<file path="config.mk">
export PLATFORM = sky130hd
export DESIGN_NAME = qmult_seq
export DESIGN_NICKNAME = d
export VERILOG_FILES = /design/src/rtl/qmult_seq.sv
export SDC_FILE = /design/constraint.sdc
export NUM_CORES = 1
export LEC_CHECK = 0
export ABC_AREA = 1
export CAP_MARGIN = 25
export CORE_MARGIN = 1
export CORE_UTILIZATION = 45
export CTS_BUF_LIST = sky130_fd_sc_hd__clkbuf_4
export CTS_CLUSTER_DIAMETER = 60
export DETAILED_ROUTE_END_ITERATION = 8
export GPL_ROUTABILITY_DRIVEN = 0
export GPL_TIMING_DRIVEN = 0
export PLACE_DENSITY = 0.69
export SLEW_MARGIN = 20
export SYNTH_ARGS = -nofsm -noshare
export SYNTH_HDL_FRONTEND = slang
export SYNTH_SLANG_ARGS = --single-unit
</file>
<file path="constraint.sdc">
create_clock -name i_clk -period 4.3 [get_ports i_clk]
set_clock_uncertainty 0.2 [all_clocks]
set_input_delay 0.645 -clock i_clk [delete_from_list [all_inputs] [get_ports i_clk]]
set_output_delay 0.645 -clock i_clk [all_outputs]
set_load 0.02 [all_outputs]
</file>
<file path="src/rtl/qmult_seq.sv">
// Sequential sign-magnitude Qm.n multiplier.
// One shift-add step per clock with a start/complete/overflow handshake.
module qmult_seq #(
    parameter int Q           = 15,
    parameter int N           = 20,
    parameter int DONE_CYCLES = 3
) (
    input  logic         i_clk,
    input  logic         i_rst,
    input  logic [N-1:0] i_multiplicand,
    input  logic [N-1:0] i_multiplier,
    input  logic         i_start,
    output logic [N-1:0] o_result,
    output logic         o_complete,
    output logic         o_overflow,
    output logic         o_busy
);

    localparam int AW = 2*N - 2;
    localparam int CW = $clog2(N);
    localparam int DW = $clog2(DONE_CYCLES + 1);

    typedef enum logic [1:0] {
        IDLE,
        RUN,
        DONE
    } state_t;

    state_t         state;
    state_t         state_nxt;
    logic [N-2:0]   mag_a;
    logic [N-2:0]   mag_b;
    logic           sign;
    logic [AW-1:0]  acc;
    logic [CW-1:0]  cnt;
    logic [DW-1:0]  dcnt;
    logic [AW-1:0]  addend;
    logic           prod_ovf;
    logic [N-2:0]   prod_mag;
    logic           last_cnt;

    assign addend   = {{(N-1){1'b0}}, mag_a} << cnt;
    // Steps run while cnt is 0..N-2; cnt == N-1 is the result-forming cycle
    assign last_cnt = (cnt == CW'(N-1));
    assign prod_ovf = (acc >> (N-1+Q)) != '0;
    assign prod_mag = prod_ovf ? '1 : (N-1)'(acc >> Q);

    always_comb begin
        state_nxt  = state;
        o_complete = 1'b0;
        o_busy     = 1'b0;
        unique case (state)
            IDLE: begin
                if (i_start) state_nxt = RUN;
            end
            RUN: begin
                o_busy = 1'b1;
                if (last_cnt) state_nxt = DONE;
            end
            DONE: begin
                o_busy     = 1'b1;
                o_complete = 1'b1;
                if (dcnt == DW'(DONE_CYCLES-1)) state_nxt = IDLE;
            end
            default: state_nxt = IDLE;
        endcase
    end

    always_ff @(posedge i_clk) begin
        if (i_rst) begin
            state      <= IDLE;
            mag_a      <= '0;
            mag_b      <= '0;
            sign       <= 1'b0;
            acc        <= '0;
            cnt        <= '0;
            dcnt       <= '0;
            o_result   <= '0;
            o_overflow <= 1'b0;
        end else begin
            state <= state_nxt;
            unique case (state)
                IDLE: begin
                    if (i_start) begin
                        mag_a      <= i_multiplicand[N-2:0];
                        mag_b      <= i_multiplier[N-2:0];
                        sign       <= i_multiplicand[N-1] ^ i_multiplier[N-1];
                        acc        <= '0;
                        cnt        <= '0;
                        o_overflow <= 1'b0;
                    end
                end
                RUN: begin
                    if (!last_cnt) begin
                        if (mag_b[cnt]) acc <= acc + addend;
                        cnt <= cnt + 1'b1;
                    end else begin
                        // Zero magnitude never carries a sign
                        o_result   <= {sign & (|prod_mag), prod_mag};
                        o_overflow <= prod_ovf;
                        dcnt       <= '0;
                    end
                end
                DONE: begin
                    dcnt <= dcnt + 1'b1;
                end
                default: ;
            endcase
        end
    end

endmodule

</file>
==> impl_metrics.ini <==
[worst_setup_path]
worst_setup_path_start_kind = register
cp_top_family = compound AO/OA/AOI/OAI gates
endpoint_kind = register
slowest_stage = dfxtp_1
critical_path_class = reg2reg
worst-endpoint-arrival_ns = 4.22
critical_path.cell_chain = buf_4 -> buf_4 -> nand2_1 -> nand2_1 -> inv_1 -> nand2_1 -> o21ai_1 -> o21ai_0 -> a22oi_1 -> o21ai_0 -> ha_1 -> a21oi_1 -> o21ai_0 -> a21oi_1 -> nor2_1 -> nor2_1 -> nand2_1 -> nand2_1 -> nand3_1 -> a21oi_2
crit_fanout = 10
path_common_cell = nand2_1
ff2ff_setup_slack_ns = 0.33
cp_num_buf_inv = 3
required_ns = 4.55
cpPeakStageDelay_ns = 0.49

[floorplanning]
die_area_mm2 = 0.0186
die_x_um = 136
rows = 48
core_mm2 = 0.0174
io_pins = 66
die_y_um = 136
start_util_pct = 46.5

[hold_path]
hp-class = reg2reg

[cells_and_area]
final_common_cell = nand2_1
area_growth_pct = 13.1
num-nets-final = 1470
nFillCells = 1800
drive_gt1_share_pct = 8.64
final_cell_mix = 360 x nand2_1, 151 x nor2_1, 121 x inv_1, 109 x o21ai_0, 106 x dfxtp_1

[synthesis]
synth_edf_count = 0
async_flop_share_pct = 0
seq_area_frac_synth_pct = 26.4
syn-num-nets = 1395
yosysWarnings = 0
yosys_most_used_dff = dfxtp_1
synthCells = 1309
synth_cell_types = 42
synth_seq_cells = 107
syn-cell-area_mm2 = 0.00811
avgSynthCellArea_um2 = 6.19

[timing]
fin_crit_sh_pct = 92.3
worst_pin_slew_ns = 0.791
final-max-slew-violation-count = 0
relSlewSlack_pct = 47.3
finalSetupTns_ns = 0
fin_crit_ns = 3.97
fmax_ghz = 0.252
rsz0062_at_grt = no
hold_violations = 0
setup_viol = 0

[pwr]
power_mw = 3.93
power_density_mw_per_mm2 = 429
peakVddDrop_mv = 0.277
p_leak_nw = 4.20

[drt]
dr.pass1.iters = 8
ant_nets = 0
drc = 0
totalWireLength_um = 24100
num_vias = 8679
post_drt_via_cell_ratio = 5.37
drtIter0Drc = 696
wl_per_cell_um = 14.9

[global_routing]
antenna_found_initial = 1
grt_max_degree = 20
grt_usage_pct = 26.8
gr-total-overflow = 0
grt_pass1_wl_um = 39000
grt_pass1_vias = 7801

[clock_network]
hold_buffers = 0
cts_resized = 0
cts.sinks = 107
cts-buffers-inserted = 9
clock-root-buffer = clkbuf_4
clockBufferDepth = 2
cts_tree = done
clkTransAtPathRegs_ns = 0.20
clkLatencyLatePin_ns = 0.52
postCtsSetupRepairBufs = 0
htreeDepth = 3

[placement]
portBuffers = 64
post-dp-hpwl_um = 19500

[outcome]
status = finished clean

[flow_run]
cap_violations = 0
logic make-up (layout without fill, tap and decap cells):
group,count (synthesis),in the layout,synth area share [%]
buffers and inverters,183,263,9.57
other,0,1,0
AOI/OAI and AO/OA,266,266,18.8
muxes,1,1,0.123
xor gates and xnor gates,21,21,2.27
adders and majority gates,43,43,6.73
and+or+nand+nor,688,688,36.1
DFF,107,107,26.4
worst reg2reg max path, stage by stage, from the launching register on:
cell and delay [ns]:
dfxtp_1 0.49, buf_4 0.22, buf_4 0.19, nand2_1 0.06, nand2_1 0.07, inv_1 0.05
nand2_1 0.05, o21ai_1 0.08, o21ai_0 0.29, a22oi_1 0.17, o21ai_0 0.34, ha_1 0.37
a21oi_1 0.22, o21ai_0 0.17, a21oi_1 0.27, nor2_1 0.07, nor2_1 0.13, nand2_1 0.07
nand2_1 0.05, nand3_1 0.18, a21oi_2 0.16
cell usage after synthesis, types with 8 or more instances:
cell        n  share of area [%]
nand4_1     8               0.62
o22ai_1     8               0.62
nand2_1   360                 17
inv_1     121                5.6
clkbuf_1   36                1.7
a21oi_1    83                5.1
nand2_2    33                2.5
xor2_1     19                2.1
dfxtp_1   107                 26
nor2_1    151                7.0
a31oi_1    10               0.77
nand3_1    93                5.7
a21oi_2    36                3.9
nor4_1      8               0.62
nor3_1      9               0.56
o21ai_0   111                6.9
buf_2       9               0.56
nand3b_1   10               0.93
ha_1       42                6.5
layout make-up:
type	instances	area, µm²	share of cell area (%)
timing repair buffer	64	641	6.99
multi-input combinational	1019	5190	56.6
clock inverter	6	60.1	0.655
tap	225	282	3.07
antenna	1	2.50	0.0273
clock buffer	10	75.1	0.819
buffer	56	300	3.28
sequential	107	2140	23.4
inverter	127	477	5.20
power breakdown:
| group | internal (mW) | total, mW | switching (mW) |
|---|---|---|---|
| combinational | 0.733 | 2.16 | 1.43 |
| sequential | 1.14 | 1.24 | 0.102 |
| clock | 0.137 | 0.535 | 0.398 |
flip-flops by register name, summed over array words and instances (netlist names), 2 cells and up:
register / cells
dcnt: 2
state: 2
o_result: 20
mag_a: 19
cnt: 5
acc: 38
mag_b: 19
metal layers:
metal  wire length [µm]  track usage (%)  part of all wire [%]
met1              10800             34.7                    45
met5                  0                0                     0
met4                834             10.2                   3.5
met3               1680             5.52                   7.0
met2              10700             43.4                    45
metrics by stage:
stage / utilization, % / hold slack (ns) / std cells / setup slack [ns] / area [µm²]
after detailed placement: 51.8 / 0.244 / 1598 / 0.393 / 9030
final: 52.6 / 0.269 / 1615 / 0.333 / 9170
after CTS: 52.6 / 0.267 / 1614 / 0.356 / 9160
after global placement: 51.8 / 0.236 / 1598 / 0.362 / 9030
after floorplan: - / 0.224 / 1309 / 1.21 / 8110
after global routing: 52.6 / 0.279 / 1615 / 0.0269 / 9170
path summary, 6_finish.rpt:
kind,from,end,cells past startpoint
max reg2reg,cnt[0]$_SDFFE_PP0P_,acc[34]$_SDFFE_PP0P_,20
min reg2reg,mag_b[3]$_SDFFE_PP0P_,mag_b[3]$_SDFFE_PP0P_,2
max,cnt[0]$_SDFFE_PP0P_,acc[34]$_SDFFE_PP0P_,20
min,mag_b[3]$_SDFFE_PP0P_,mag_b[3]$_SDFFE_PP0P_,2
Power figures use the tool's default switching activity.
